<file path="config.mk">
export PLATFORM = sky130hd
export DESIGN_NAME = boot_loader_flat
export DESIGN_NICKNAME = d
export VERILOG_FILES = /design/src/rtl/boot_loader_if.sv /design/src/rtl/boot_loader.sv /design/src/flat_wrapper.sv
export SDC_FILE = /design/constraint.sdc
export NUM_CORES = 1
export LEC_CHECK = 0
export ABC_AREA = 0
export BUFFER_PORTS_ARGS = -buffer_cell sky130_fd_sc_hd__buf_2
export CORE_MARGIN = 5
export CORE_UTILIZATION = 54
export CTS_CLUSTER_SIZE = 12
export DETAILED_ROUTE_END_ITERATION = 16
export PLACE_DENSITY_LB_ADDON = 0.12
export SETUP_SLACK_MARGIN = 0.5
export SLEW_MARGIN = 20
export SYNTH_ARGS = -nofsm -noshare
export SYNTH_HDL_FRONTEND = slang
export SYNTH_SLANG_ARGS = --single-unit
</file>
<file path="constraint.sdc">
create_clock -name clk -period 3.6 [get_ports clk]
set_input_delay 0.18 -clock clk [delete_from_list [all_inputs] [get_ports clk]]
set_output_delay 0.18 -clock clk [all_outputs]
set_load 0.02 [all_outputs]
</file>
<file path="src/rtl/boot_loader_if.sv">
// Byte link, instruction-memory write port and run/status signals of the boot loader.
// Byte link: a byte moves on a rising edge where byte_valid && byte_ready; byte_data is held while valid waits on ready.
interface boot_loader_if #(
  parameter int ADDR_WIDTH = 10
);
  logic [7:0]            byte_data;
  logic                  byte_valid;
  logic                  byte_ready;
  logic                  reload;
  logic                  im_we;
  logic [ADDR_WIDTH-1:0] im_addr;
  logic [31:0]           im_wdata;
  logic                  cpu_run;
  logic                  load_err;
  logic [ADDR_WIDTH:0]   words_loaded;
  logic [2:0]            dbg_state;

  modport master (
    output byte_data, byte_valid, reload,
    input  byte_ready, im_we, im_addr, im_wdata, cpu_run, load_err, words_loaded, dbg_state
  );

  modport slave (
    input  byte_data, byte_valid, reload,
    output byte_ready, im_we, im_addr, im_wdata, cpu_run, load_err, words_loaded, dbg_state
  );
endinterface

</file>
<file path="src/rtl/boot_loader.sv">
// Loads a big-endian image (count, words, additive checksum) into instruction memory
// and releases the processor only after the checksum matches.
module boot_loader #(
  parameter int ADDR_WIDTH = 10
) (
  input  logic          clk,
  input  logic          reset_n,
  boot_loader_if.slave  bl
);

  localparam logic [31:0] MAX_WORDS = 32'd1 << ADDR_WIDTH;

  typedef enum logic [2:0] {
    S_HDR  = 3'd0,
    S_LOAD = 3'd1,
    S_SUM  = 3'd2,
    S_DONE = 3'd3,
    S_ERR  = 3'd4
  } state_e;

  state_e                state_q, state_d;
  logic [1:0]            byte_cnt_q, byte_cnt_d;
  logic [23:0]           shift_q, shift_d;
  logic [ADDR_WIDTH:0]   n_q, n_d;
  logic [ADDR_WIDTH:0]   loaded_q, loaded_d;
  logic [31:0]           sum_q, sum_d;
  logic                  im_we_q, im_we_d;
  logic [ADDR_WIDTH-1:0] im_addr_q, im_addr_d;
  logic [31:0]           im_wdata_q, im_wdata_d;

  logic                  ready_int;
  logic                  accept;
  logic                  word_done;
  logic [31:0]           word;

  always_ff @(posedge clk or negedge reset_n) begin
    if (!reset_n) begin
      state_q    <= S_HDR;
      byte_cnt_q <= '0;
      shift_q    <= '0;
      n_q        <= '0;
      loaded_q   <= '0;
      sum_q      <= '0;
      im_we_q    <= 1'b0;
      im_addr_q  <= '0;
      im_wdata_q <= '0;
    end else begin
      state_q    <= state_d;
      byte_cnt_q <= byte_cnt_d;
      shift_q    <= shift_d;
      n_q        <= n_d;
      loaded_q   <= loaded_d;
      sum_q      <= sum_d;
      im_we_q    <= im_we_d;
      im_addr_q  <= im_addr_d;
      im_wdata_q <= im_wdata_d;
    end
  end

  always_comb begin
    ready_int  = (state_q == S_HDR) || (state_q == S_LOAD) || (state_q == S_SUM);
    accept     = bl.byte_valid && ready_int;
    word       = {shift_q, bl.byte_data};
    word_done  = accept && (byte_cnt_q == 2'd3);

    state_d    = state_q;
    byte_cnt_d = byte_cnt_q;
    shift_d    = shift_q;
    n_d        = n_q;
    loaded_d   = loaded_q;
    sum_d      = sum_q;
    im_we_d    = 1'b0;
    im_addr_d  = im_addr_q;
    im_wdata_d = im_wdata_q;

    // Earlier bytes shift toward the top, so byte 0 ends up in [31:24].
    if (accept) begin
      byte_cnt_d = byte_cnt_q + 2'd1;
      shift_d    = {shift_q[15:0], bl.byte_data};
    end

    case (state_q)
      S_HDR: begin
        if (word_done) begin
          if (word == 32'd0) begin
            n_d     = '0;
            state_d = S_SUM;
          end else if (word > MAX_WORDS) begin
            state_d = S_ERR;
          end else begin
            n_d     = word[ADDR_WIDTH:0];
            state_d = S_LOAD;
          end
        end
      end
      S_LOAD: begin
        if (word_done) begin
          im_we_d    = 1'b1;
          im_addr_d  = loaded_q[ADDR_WIDTH-1:0];
          im_wdata_d = word;
          loaded_d   = loaded_q + 1'b1;
          sum_d      = sum_q + word;
          if (loaded_d == n_q) begin
            state_d = S_SUM;
          end
        end
      end
      S_SUM: begin
        if (word_done) begin
          state_d = (word == sum_q) ? S_DONE : S_ERR;
        end
      end
      S_DONE, S_ERR: begin
        if (bl.reload) begin
          state_d    = S_HDR;
          byte_cnt_d = '0;
          shift_d    = '0;
          loaded_d   = '0;
          sum_d      = '0;
        end
      end
      default: state_d = S_HDR;
    endcase
  end

  // byte_ready stays low while reset is held so nothing is offered before the loader is live.
  assign bl.byte_ready   = ready_int && reset_n;
  assign bl.im_we        = im_we_q;
  assign bl.im_addr      = im_addr_q;
  assign bl.im_wdata     = im_wdata_q;
  assign bl.cpu_run      = (state_q == S_DONE);
  assign bl.load_err     = (state_q == S_ERR);
  assign bl.words_loaded = loaded_q;
  assign bl.dbg_state    = state_q;

endmodule
</file>
<file path="src/flat_wrapper.sv">
// flat-port wrapper written by rule: the top's interface ports become plain ports
module boot_loader_flat 
#(
  parameter int ADDR_WIDTH = 10
)
  (clk, reset_n, bl_byte_data, bl_byte_valid, bl_reload, bl_byte_ready, bl_im_we, bl_im_addr, bl_im_wdata, bl_cpu_run, bl_load_err, bl_words_loaded, bl_dbg_state);
  boot_loader_if #(.ADDR_WIDTH(ADDR_WIDTH)) bl_i ();
  input  logic clk;
  input  logic reset_n;
  input wire logic [$bits(bl_i.byte_data)-1:0] bl_byte_data;
  input wire logic [$bits(bl_i.byte_valid)-1:0] bl_byte_valid;
  input wire logic [$bits(bl_i.reload)-1:0] bl_reload;
  output wire logic [$bits(bl_i.byte_ready)-1:0] bl_byte_ready;
  output wire logic [$bits(bl_i.im_we)-1:0] bl_im_we;
  output wire logic [$bits(bl_i.im_addr)-1:0] bl_im_addr;
  output wire logic [$bits(bl_i.im_wdata)-1:0] bl_im_wdata;
  output wire logic [$bits(bl_i.cpu_run)-1:0] bl_cpu_run;
  output wire logic [$bits(bl_i.load_err)-1:0] bl_load_err;
  output wire logic [$bits(bl_i.words_loaded)-1:0] bl_words_loaded;
  output wire logic [$bits(bl_i.dbg_state)-1:0] bl_dbg_state;
  assign bl_i.byte_data = bl_byte_data;
  assign bl_i.byte_valid = bl_byte_valid;
  assign bl_i.reload = bl_reload;
  assign bl_byte_ready = bl_i.byte_ready;
  assign bl_im_we = bl_i.im_we;
  assign bl_im_addr = bl_i.im_addr;
  assign bl_im_wdata = bl_i.im_wdata;
  assign bl_cpu_run = bl_i.cpu_run;
  assign bl_load_err = bl_i.load_err;
  assign bl_words_loaded = bl_i.words_loaded;
  assign bl_dbg_state = bl_i.dbg_state;
  boot_loader #(.ADDR_WIDTH(ADDR_WIDTH)) u_core (.clk(clk), .reset_n(reset_n), .bl(bl_i));
endmodule
</file>
---- After elaboration in Yosys (flattened, before gate mapping) ----
Index checks and enable logic that the tools add are counted.
storage, ports and cells
  input bits .............................. 12
  register bits ........................... 126
operators by class
  eq/ne operators ......................... 13
  reductions and logical operators ........ 13
  add/sub/neg operators ................... 3
  $lt $le $gt $ge ......................... 1
  mux-type cells .......................... 25
operators with widths
  cell                     number
  $mux W24                 3
  $mux W32                 2
  $pmux W32 S2             1
  $mux W11                 4
  $add A32 B32 Y32         1
  $eq A32 B32 Y1           1
  $gt A32 B11 Y1 const B   1
  $logic_not A32 Y1        1
  $mux W3                  8
  $pmux W11 S2             1
  $pmux W3 S4              1
  $add A11 B1 Y11 const B  1
  $eq A11 B11 Y1           1
  $ne A2 B1 Y1 const B     4
  $eq A3 B2 Y1 const B     2
  $mux W2                  3
  $reduce_and A3 Y1        2
  $reduce_and A5 Y1        1
  $ne A2 B2 Y1 const B     2
  $eq A3 B1 Y1 const B     1
  $eq A3 B3 Y1 const B     1
  $logic_and A1 B1 Y1      3
  $logic_not A3 Y1         1
  $add A2 B1 Y2 const B    1
  6 further kinds          8

---- Depth between registers and ports, before layout ----
Gate-level depths: netlist of run 1.
  depth after elaboration ................. 7
  depth in mapped cells ................... 11
  depth with buffers taken out ............ 11

---- Worst setup path after synthesis of run 1 ----
Ideal clock, no wire load.
  path type ............................... reg2reg
  from .................................... register u_core.sum_q[0]
  to ...................................... register u_core.sum_q[30]
  arrival ................................. 2.566 ns
  path buffers ............................ 0
  cell stages (with the launch flop) ...... 12
  slack ................................... 0.947 ns
  clock period less this slack ............ 2.653 ns
  cell sequence ........................... dfrtp_1 ha_1 inv_1 fa_1 nor2b_1 o2111ai_1 a31oi_1 o211ai_1 a211oi_1 o21ai_0 a2111o_1 o211ai_1
between the ends
  word-level cells in the longest chain between the ends .. 3
ends and longest elaborated chain
  what                    line                text
  from (decl)             boot_loader.sv:26   logic [31:0] sum_q, sum_d;
  from (signal assigned)  boot_loader.sv:53   sum_q <= sum_d;
  $add A32 B32 Y32        boot_loader.sv:102  sum_d = sum_q + word;
  $mux W32                boot_loader.sv:97   if (word_done) begin
  $pmux W32 S2            boot_loader.sv:82   case (state_q)
No other way between the ends. The select of a mux whose other input is x is not followed.
A chain may end at the register's enable or synchronous reset.

---- Worst setup path in the final report of run 1 ----
  from .................................... register u_core.shift_q[3]
  to ...................................... register u_core.sum_q[26]
between the ends
  word-level cells in the longest chain between the ends .. 3
ends and longest elaborated chain
  what                    line                text
  from (decl)             boot_loader.sv:23   logic [23:0] shift_q, shift_d;
  from (signal assigned)  boot_loader.sv:50   shift_q <= shift_d;
  $add A32 B32 Y32        boot_loader.sv:102
  $mux W32                boot_loader.sv:97
  $pmux W32 S2            boot_loader.sv:82
No other way between the ends. The select of a mux whose other input is x is not followed.

==> run metrics, run 1 <==
status=finished clean; Crit. End Element=flop; number of synthesized flops with an enable pin=0; fmax=335 MHz; die height=roughly 120 um; Seq/Total Area, Yosys=44.7%; Final Wtd Congestion=0.972; first-pass GRT wire length=roughly 31,000 um; Post-route DRC=0; Total GRT Usage=25.0%; drt wl/cell=17.8 um; post-route cell area=approximately 8000 sq um; max-slew violations=0; CTS max path bufs=2; Clock transition at path regs=roughly 0.06 ns; initial antenna violation count=0; synthesized instance count=816; CTS tree=yes; number of DRC markers in iteration 0=575; Mapped Area=approximately 7100 sq um; slew of the pin with the lowest slew margin=about 0.99 ns; Final period util=between 80% and 90%; ys flop type=dfrtp_1; asr flop ratio synth=between 90% and 100%; clk_lat worst skew=between 0.4 and 0.5 ns; Yosys reg bits=about 130; FILL cells=~1,100; min-delay worst type=in -> reg; Lkg Pwr=roughly 4.2 nW; maximum vdd drop=around 0.52 mV; fraction of layout cells with a size suffix above 1=between 15 and 20%; area growth from synthesis to layout=16.2%; largest net degree at the start of global routing=just under 70; core area=12,700 sq um; total clock buffers created by CTS=17; Die X=approximately 120 um; fin crit period=between 2 and 3 ns; port bufs=around 70; startpoint types=flop; CP arrival=roughly 3.3 ns; Ys Warns=0; Final Hold Viols=0; Post-Syn Nets=862; Initial DRT Pass Iterations=5; Clock Sinks=126; dpl cell area=around 7500 sq um; total wire length=18,900 um; Power Density=about 800 nW/um^2; ANT cells=0; TNS Setup=0 ns; RSZ-0062 raised after global routing=true; vias in the first global route=~6,000; Vias/cell=5.94; I/O pin total=between 70 and 80; fin cells=1,062; Root Buffer=clkbuf_16; cell count after placement=1,027; final net count=923; final setup violation count=0; Detail Route Antenna Nets=0; H-Tree Depth=4; max_slew headroom=33.6%; max_cap viols=0; internal reg-to-reg setup slack=about 0.6 ns; initial core utilization=55.5%; die area=roughly 15,000 sq um; synth unique cells=55; worst-path fanout max=6; Vias=6,313; Row Count=around 40; Crit Path Category=reg -> reg; post-detail-place hpwl=about 13,000 um; clock skew=slightly above 0.008 ns; hold slack=approximately 0.043 ns; GR Overflow Total=0; Synth Area per Inst=roughly 8.7 sq um; CP required=just under 4 ns
## worst max-delay path, cell delays in order (launching register included)
cell      delay [ns]
dfrtp_1         0.44
ha_1            0.38
a21o_1          0.21
a21o_1          0.17
a21oi_1         0.24
nor3b_4         0.35
a211oi_2        0.15
buf_4           0.19
o21a_1          0.18
or3_1           0.30
a32o_1          0.24
## cells by family after synthesis
logic type	Yosys count	share of synthesized area, %
flip-flops	126	44.7
buffers and inverters	52	2.96
AO/OA/AOI/OAI	199	17.4
XOR/XNOR	37	4.59
AND/OR/NAND/NOR	357	22.1
multiplexers	11	2.18
adder cells (fa/ha/maj)	34	6.13
## layer usage
metal,up-vias,track usage (%),wire length (um)
met5,-,0,0
met4,0,9.99,541
met3,37,5.87,1340
met2,258,38.1,8720
met1,3052,34.6,8280
li1,2966,-,-
## layout make-up
class                   count  area [sq um]  area share, %
clock inverters            10           113           1.37
well taps                 172           215           2.62
clock buffers              22           474           5.78
inverters                   9          33.8          0.412
flip-flops and latches    126          3150           38.4
multi-input cells         638          3750           45.7
repair buffers             85           465           5.67
## power breakdown
group | total [mW] | switching, mW | internal [mW] | leakage (nW)
sequential | 2.21 | 0.405 | 1.81 | 1.71
combinational | 2.48 | 1.55 | 0.922 | 2.17
clock | 1.70 | 0.629 | 1.07 | 0.286
total | 6.38 | 2.59 | 3.80 | 4.17
## through the flow
| step | util, % | worst slack (ns) | power, mW |
|---|---|---|---|
| final | 64.5 | 0.618 | 6.38 |
| after floorplan | - | 0.947 | 3.87 |
| after detailed placement | 59.3 | 0.483 | 4.63 |
| after global routing | 64.5 | 0.448 | 6.80 |
| after CTS | 64.1 | 0.639 | 6.35 |
| after global placement | 59.3 | 0.589 | 4.55 |
## synthesized netlist by cell type (all sizes together), types with 13 or more instances
cell type,number,area (sq um)
nand2,241,905
buf,14,66.3
clkbuf,29,109
xor2,16,140
a21oi,64,320
dfrtp,126,3150
ha,33,413
xnor2,21,184
a21o,19,143
nor4,16,100
o21ai,52,260
nor3,13,65.1
nor2,31,116
## sequential cells by signal (all words and copies together) (netlist names)
signal                  flops
u_core.bl.im_wdata         32
u_core.bl.im_we             1
u_core.byte_cnt_q           2
u_core.shift_q             24
u_core.bl.dbg_state         3
u_core.sum_q               32
u_core.bl.im_addr          10
u_core.bl.words_loaded     11
u_core.n_q                 11
## cell usage in the layout (no fill, tap or decap), types with 9 or more instances in the layout
cell       synthesis  layout
nand2_1          241     240
dfrtp_1          126     126
buf_2              2      70
a21oi_1           64      64
o21ai_0           52      50
ha_1              33      33
nor2_1            31      31
xnor2_1           21      21
a21o_1            19      19
clkbuf_16          0      17
nor4_1            16      16
xor2_1            16      16
buf_4              1      14
nor3_1            13      13
o22ai_1           11      11
nand3_1            9       9
## worst paths after layout
kind / startpoint / endpoint / cells after the start
worst max-delay path: u_core.shift_q[3]$_DFF_PN0_ / u_core.sum_q[26]$_DFFE_PN0P_ / 10
worst min-delay path: bl_byte_data[0] / u_core.bl.im_wdata[0]$_DFFE_PN0P_ / 3
worst max register to register: u_core.shift_q[3]$_DFF_PN0_ / u_core.sum_q[26]$_DFFE_PN0P_ / 10
worst min register to register: u_core.bl.im_wdata[24]$_DFFE_PN0P_ / u_core.bl.im_wdata[24]$_DFFE_PN0P_ / 2
max in group asynchronous: reset_n / u_core.sum_q[1]$_DFFE_PN0P_ / 3
min in group asynchronous: reset_n / u_core.bl.words_loaded[0]$_DFFE_PN0P_ / 2
## repair_timing
item / 4_1_cts / 5_1_grt
hold buffers: 1 / 0
resized for setup: 1 / 9
pin swaps: 0 / 3
endpoints found under the hold margin: 65 / 0
setup buffers: 0 / 2
gates cloned: 0 / 0
setup endpoints to repair: 1 / 5
Power figures use the tool's default switching activity.
==> inputs of run 2 (changes only) <==
- clock period: 3.6 -> 2.5 ns (I/O delays scaled with it)
==> run 2 against run 1 <==
  * The run now ends with negative setup slack left
  * Die area unchanged
  * Power up 72%
  * Sequential share of layout area down 6.1 points
  * Maximum frequency up 9.9%
==> run metrics, run 2 (synthesis gave the netlist of run 1 again) <==
Vias/cell=5.97 (was 5.94); post-route cell area=9820 sq um (was 8210 sq um); Detail Route Antenna Nets=0 (unchanged); CP arrival=3.04 ns (was 3.29 ns); die height=124 um (unchanged); Vias=7,044 (was 6,313); status=finished with violations (was finished clean); Initial DRT Pass Iterations=5 (unchanged); fin crit period=2.71 ns (was 2.98 ns); CP required=2.83 ns (was 3.91 ns); final net count=1,041 (was 923); leading cell type in the layout, fill and taps excluded=nand2_1 (unchanged); Final Wtd Congestion=0.915 (was 0.972); internal reg-to-reg setup slack=-0.21 ns (was 0.62 ns); number of DRC markers in iteration 0=631 (was 575); first-pass GRT wire length=35,100 um (was 31,500 um); die area=15,500 sq um (unchanged); RSZ-0062 raised after global routing=true (unchanged); Final Hold Viols=0 (unchanged); startpoint types=flop (unchanged); largest net degree at the start of global routing=127 (was 69); Crit Path Category=reg -> reg (unchanged); fmax=369 MHz (was 335 MHz); Crit. End Element=flop (unchanged); clk_lat worst skew=0.42 ns (about the same); GR Overflow Total=0 (unchanged); worst-path fanout max=3 (was 6); H-Tree Depth=4 (unchanged); Lkg Pwr=4.87 nW (was 4.17 nW); Clock transition at path regs=0.06 ns (about the same); Post-route DRC=0 (unchanged); ANT cells=0 (unchanged); slew of the pin with the lowest slew margin=0.683 ns (was 0.994 ns); Power Density=1120 nW/um^2 (was 778 nW/um^2); dpl cell area=8290 sq um (was 7550 sq um); final setup violation count=9 (was 0); core area=12,700 sq um (unchanged); total clock buffers created by CTS=17 (unchanged); vias in the first global route=6,912 (was 6,094); hold slack=0.0133 ns (was 0.0427 ns); max_slew headroom=54.4% (was 33.6%); area growth from synthesis to layout=39.1% (was 16.2%); post-detail-place hpwl=13,900 um (was 12,800 um); Row Count=41 (unchanged); Clock Sinks=126 (unchanged); initial antenna violation count=0 (unchanged); total wire length=22,600 um (was 18,900 um); CTS tree=yes (unchanged); final worst slack=-0.213 ns (was 0.618 ns); max-slew violations=0 (unchanged); Final period util=109% (was 82.8%); drt wl/cell=19.2 um (was 17.8 um); commonest cells after routing, fill and taps aside=236 x nand2_1, 116 x buf_4, 113 x dfrtp_1, 70 x buf_2, 56 x a21oi_1 (was 240 x nand2_1, 126 x dfrtp_1, 70 x buf_2, 64 x a21oi_1, 50 x o21ai_0); initial core utilization=55.5% (unchanged); port bufs=71 (unchanged); max_cap viols=0 (unchanged); maximum vdd drop=0.847 mV (was 0.520 mV); violated checks=negative setup slack; fraction of layout cells with a size suffix above 1=35.4% (was 15.7%); Die X=124 um (unchanged); Root Buffer=clkbuf_16 (unchanged); Total GRT Usage=27.9% (was 25.0%); min-delay worst type=in -> reg (unchanged); I/O pin total=72 (unchanged); CTS max path bufs=2 (unchanged); clock skew=0.00672 ns (was 0.00827 ns)
## run 2: worst paths after layout
check                                                    from                                    end  depth (start not counted)
max reg2reg                       u_core.sum_q[0]$_DFFE_PN0P_           u_core.sum_q[28]$_DFFE_PN0P_                         12
max                               u_core.sum_q[0]$_DFFE_PN0P_           u_core.sum_q[28]$_DFFE_PN0P_                         12
min                                           bl_byte_data[1]            u_core.shift_q[1]$_DFF_PN0_                          3
min reg2reg                u_core.bl.im_wdata[29]$_DFFE_PN0P_     u_core.bl.im_wdata[29]$_DFFE_PN0P_                          2
min in group asynchronous                             reset_n  u_core.bl.words_loaded[7]$_DFFE_PN0P_                          3
max in group asynchronous                             reset_n            u_core.shift_q[4]$_DFF_PN0_                          3
## run 2: routing by layer
| metal | share of wire (%) | global-route usage, % |
|---|---|---|
| met1 | 41 | 36.0 |
| met2 | 47 | 44.3 |
| met3 | 7.1 | 6.52 |
| met4 | 4.3 | 13.1 |
| met5 | 0 | 0 |
## run 2: what timing repair did
action / in CTS / in global routing
resized for setup: 78 / 56
hold buffers: 1 / 0
hold endpoints to repair: 126 / 0
buffers inserted: 25 / 17
cloned: 0 / 1
pin swaps: 39 / 36
endpoints found under the setup margin: 38 / 48
## run 2: final cells by class
| type | count | area, sq um |
|---|---|---|
| fill | 882 | 2900 |
| inverter | 9 | 33.8 |
| sequential | 126 | 3170 |
| multi-input combinational | 638 | 4400 |
| clock buffer | 17 | 425 |
| clock inverter | 15 | 149 |
| timing repair buffer | 203 | 1430 |
| tap | 172 | 215 |
## run 2: power breakdown
| part | leakage, nW | internal [mW] | total (mW) | switching, mW |
|---|---|---|---|---|
| Sequential | 1.69 | 2.61 | 3.13 | 0.521 |
| Clock | 0.270 | 1.46 | 2.40 | 0.945 |
| Combinational | 2.91 | 2.44 | 5.43 | 2.99 |
## run 2: per-stage QoR
| stage | std cells | worst slack (ns) | utilization (%) | TNS [ns] | power [mW] |
|---|---|---|---|---|---|
| after floorplan | 816 | 0.0122 | - | 0 | 5.69 |
| after global placement | 1104 | -0.228 | 65.1 | -0.858 | 7.31 |
| after detailed placement | 1104 | -0.304 | 65.1 | -1.65 | 7.47 |
| after CTS | 1162 | -0.181 | 74.2 | -0.696 | 10.3 |
| after global routing | 1180 | -0.351 | 77.2 | -2.55 | 11.6 |
| final | 1180 | -0.213 | 77.2 | -1.21 | 11.0 |
## run 2: worst max-delay path: stages, from the launching register on
cell and delay, ns:
dfrtp_1 0.35, ha_2 0.19, inv_2 0.04, fa_2 0.34
nor2b_2 0.16, o2111ai_2 0.15, a31oi_2 0.20, o211ai_1 0.20
buf_4 0.20, a211oi_4 0.22, o2111ai_1 0.14, and3b_1 0.21
o31ai_1 0.21
==> inputs of run 3 (changes only) <==
- GPL_TIMING_DRIVEN: not set -> 0
- PLACE_DENSITY_LB_ADDON: 0.12 -> 0.08
==> run 3 against run 2 <==
  * The flow still finishes with violations (negative setup slack)
  * Combinational power down 7.9%
  * Clock power about the same
  * Cell area down 0.92%
  * Flip-flop and latch count unchanged
  * Sequential share of layout area up 0.43 points
  * Via count down 2.3%
  * Final cell count down 2.6%
  * Utilization down 0.71 points
==> run metrics, run 3 (synthesis gave the netlist of run 1 again) <==
status=finished with violations (unchanged); violated checks=negative setup slack (unchanged); Total GRT Usage=29.6% (was 27.9%); CP delay by family, top=compound AO/OA/AOI/OAI gates (unchanged); startpoint types=flop (unchanged); Row Count=41 (unchanged); Lkg Pwr=4.71 nW (was 4.87 nW); fraction of layout cells with a size suffix above 1=35.1% (was 35.4%); final worst slack=-0.412 ns (was -0.213 ns); clock skew=0.0122 ns (was 0.00672 ns); Power Density=1100 nW/um^2 (was 1120 nW/um^2); Die X=124 um (unchanged); CTS max path bufs=2 (unchanged); FILL cells=914 (was 882); ANT cells=0 (unchanged); number of DRC markers in iteration 0=614 (was 631); slew of the pin with the lowest slew margin=0.595 ns (was 0.683 ns); first-pass GRT wire length=36,600 um (was 35,100 um); Final Hold Viols=0 (unchanged); initial antenna violation count=0 (unchanged); Clock Sinks=126 (unchanged); drt wl/cell=20.6 um (was 19.2 um); Tot Pwr=10.7 mW (was 11.0 mW); I/O pin total=72 (unchanged); cell count after placement=1,060 (was 1,104); Crit. End Element=flop (unchanged); total wire length=23,700 um (was 22,600 um); worst-path fanout max=4 (was 3); initial core utilization=55.5% (unchanged); total clock buffers created by CTS=17 (unchanged); vias in the first global route=6,829 (was 6,912); Crit Path Category=reg -> reg (unchanged); Vias/cell=5.99 (was 5.97); CTS tree=yes (unchanged); Root Buffer=clkbuf_16 (unchanged); Final Wtd Congestion=0.924 (was 0.915); Buf/Inv on CP=2 (unchanged); Top cell by count, worst path=o211ai_1; maximum vdd drop=0.754 mV (was 0.847 mV); CP arrival=3.24 ns (was 3.04 ns); GR Overflow Total=0 (unchanged); final setup violation count=16 (was 9); clk_lat worst skew=0.42 ns (about the same); core area=12,700 sq um (unchanged); Clock transition at path regs=0.06 ns (about the same); Detail Route Antenna Nets=0 (unchanged); dpl cell area=7860 sq um (was 8290 sq um); RSZ-0062 raised after global routing=true (unchanged); Post-route DRC=0 (unchanged); post-route cell area=9730 sq um (was 9820 sq um); max_slew headroom=59.9% (was 54.4%); fin cells=1,149 (was 1,180); Vias=6,883 (was 7,044); Initial DRT Pass Iterations=5 (unchanged); max_cap viols=0 (unchanged); Worst path slowest cell=a2111o_1 (was dfrtp_1); fin crit period=2.91 ns (was 2.71 ns); Final period util=116% (was 109%); port bufs=71 (unchanged); final net count=1,010 (was 1,041); CP required=2.83 ns (about the same); H-Tree Depth=4 (unchanged); Core Util, Final=76.5% (was 77.2%); post-detail-place hpwl=14,800 um (was 13,900 um); area growth from synthesis to layout=37.8% (was 39.1%); commonest cells after routing, fill and taps aside=233 x nand2_1, 103 x dfrtp_1, 79 x buf_2, 46 x a21oi_1, 39 x buf_4 (was 236 x nand2_1, 116 x buf_4, 113 x dfrtp_1, 70 x buf_2, 56 x a21oi_1); min-delay worst type=in -> reg (unchanged); CP cell instances=ha_2, inv_2, fa_2, nor2b_2, o2111ai_2, a31oi_2, o211ai_1, a211oi_2, buf_4, o21ai_2, a2111o_1, o211ai_1 (was ha_2, inv_2, fa_2, nor2b_2, o2111ai_2, a31oi_2, o211ai_1, buf_4, a211oi_4, o2111ai_1, and3b_1, o31ai_1); die height=124 um (unchanged); largest net degree at the start of global routing=67 (was 127); fmax=343 MHz (was 369 MHz); leading cell type in the layout, fill and taps excluded=nand2_1 (unchanged); worst stage delay on the critical path=0.40 ns (was 0.35 ns); die area=15,500 sq um (unchanged); max-slew violations=0 (unchanged)
run 3: repair_timing:
item,4_1_cts,5_1_grt
setup endpoints to repair,110,75
hold endpoints to repair,66,0
pin swaps,41,19
setup buffers,41,10
hold buffers,4,0
resized for setup,165,60
gates cloned,1,1
run 3: per-stage QoR:
stage	hold WS, ns	setup slack [ns]	TNS (ns)
after global placement	0.414	-0.568	-48.82
after CTS	-0.00124	-0.332	-1.46
after global routing	0.00311	-0.503	-4.06
after detailed placement	0.100	-0.498	-7.92
final	0.00146	-0.412	-2.51
after floorplan	-0.171	0.0122	0
run 3: final timing paths:
kind	from	endpoint	slack [ns]	cells after the start
max in group asynchronous	reset_n	u_core.bl.words_loaded[7]$_DFFE_PN0P_	1.73	3
min in group asynchronous	reset_n	u_core.bl.im_addr[2]$_DFFE_PN0P_	0.21	2
worst max register to register	u_core.sum_q[0]$_DFFE_PN0P_	u_core.sum_q[30]$_DFFE_PN0P_	-0.41	12
worst min-delay path	bl_byte_data[0]	u_core.shift_q[0]$_DFF_PN0_	0.001	3
worst max-delay path	u_core.sum_q[0]$_DFFE_PN0P_	u_core.sum_q[30]$_DFFE_PN0P_	-0.41	12
worst min register to register	u_core.bl.im_wdata[30]$_DFFE_PN0P_	u_core.bl.im_wdata[30]$_DFFE_PN0P_	0.46	2
run 3: cell type report:
type	instances	area, sq um	area share, %
Clock inverter	12	113	1.16
Tap cell	172	215	2.21
Sequential cell	126	3180	32.7
Clock buffer	20	457	4.69
Timing Repair Buffer	129	928	9.54
Buffer	43	322	3.31
Multi-Input combinational cell	638	4480	46.0
Inverter	9	36.3	0.373
run 3: report_power, final:
group / switching (mW) / internal, mW / leakage, nW
clock: 0.948 / 1.42 / 0.277
sequential: 0.667 / 2.62 / 1.68
combinational: 2.84 / 2.16 / 2.76
run 3: worst min-delay path, cell delays in order:
cell and delay (ns):
buf_2 0.14, nand2_1 0.07, a21oi_1 0.05
run 3: per-layer routing:
| metal | wire length [um] | up-vias | share of wire (%) | GRT usage (%) |
|---|---|---|---|---|
| met5 | 0 | - | 0 | 0 |
| met4 | 690 | 0 | 2.9 | 10.8 |
| met3 | 1650 | 56 | 7.0 | 5.23 |
| met2 | 11200 | 302 | 47 | 47.0 |
| met1 | 10100 | 3386 | 43 | 40.9 |
| li1 | - | 3139 | - | - |
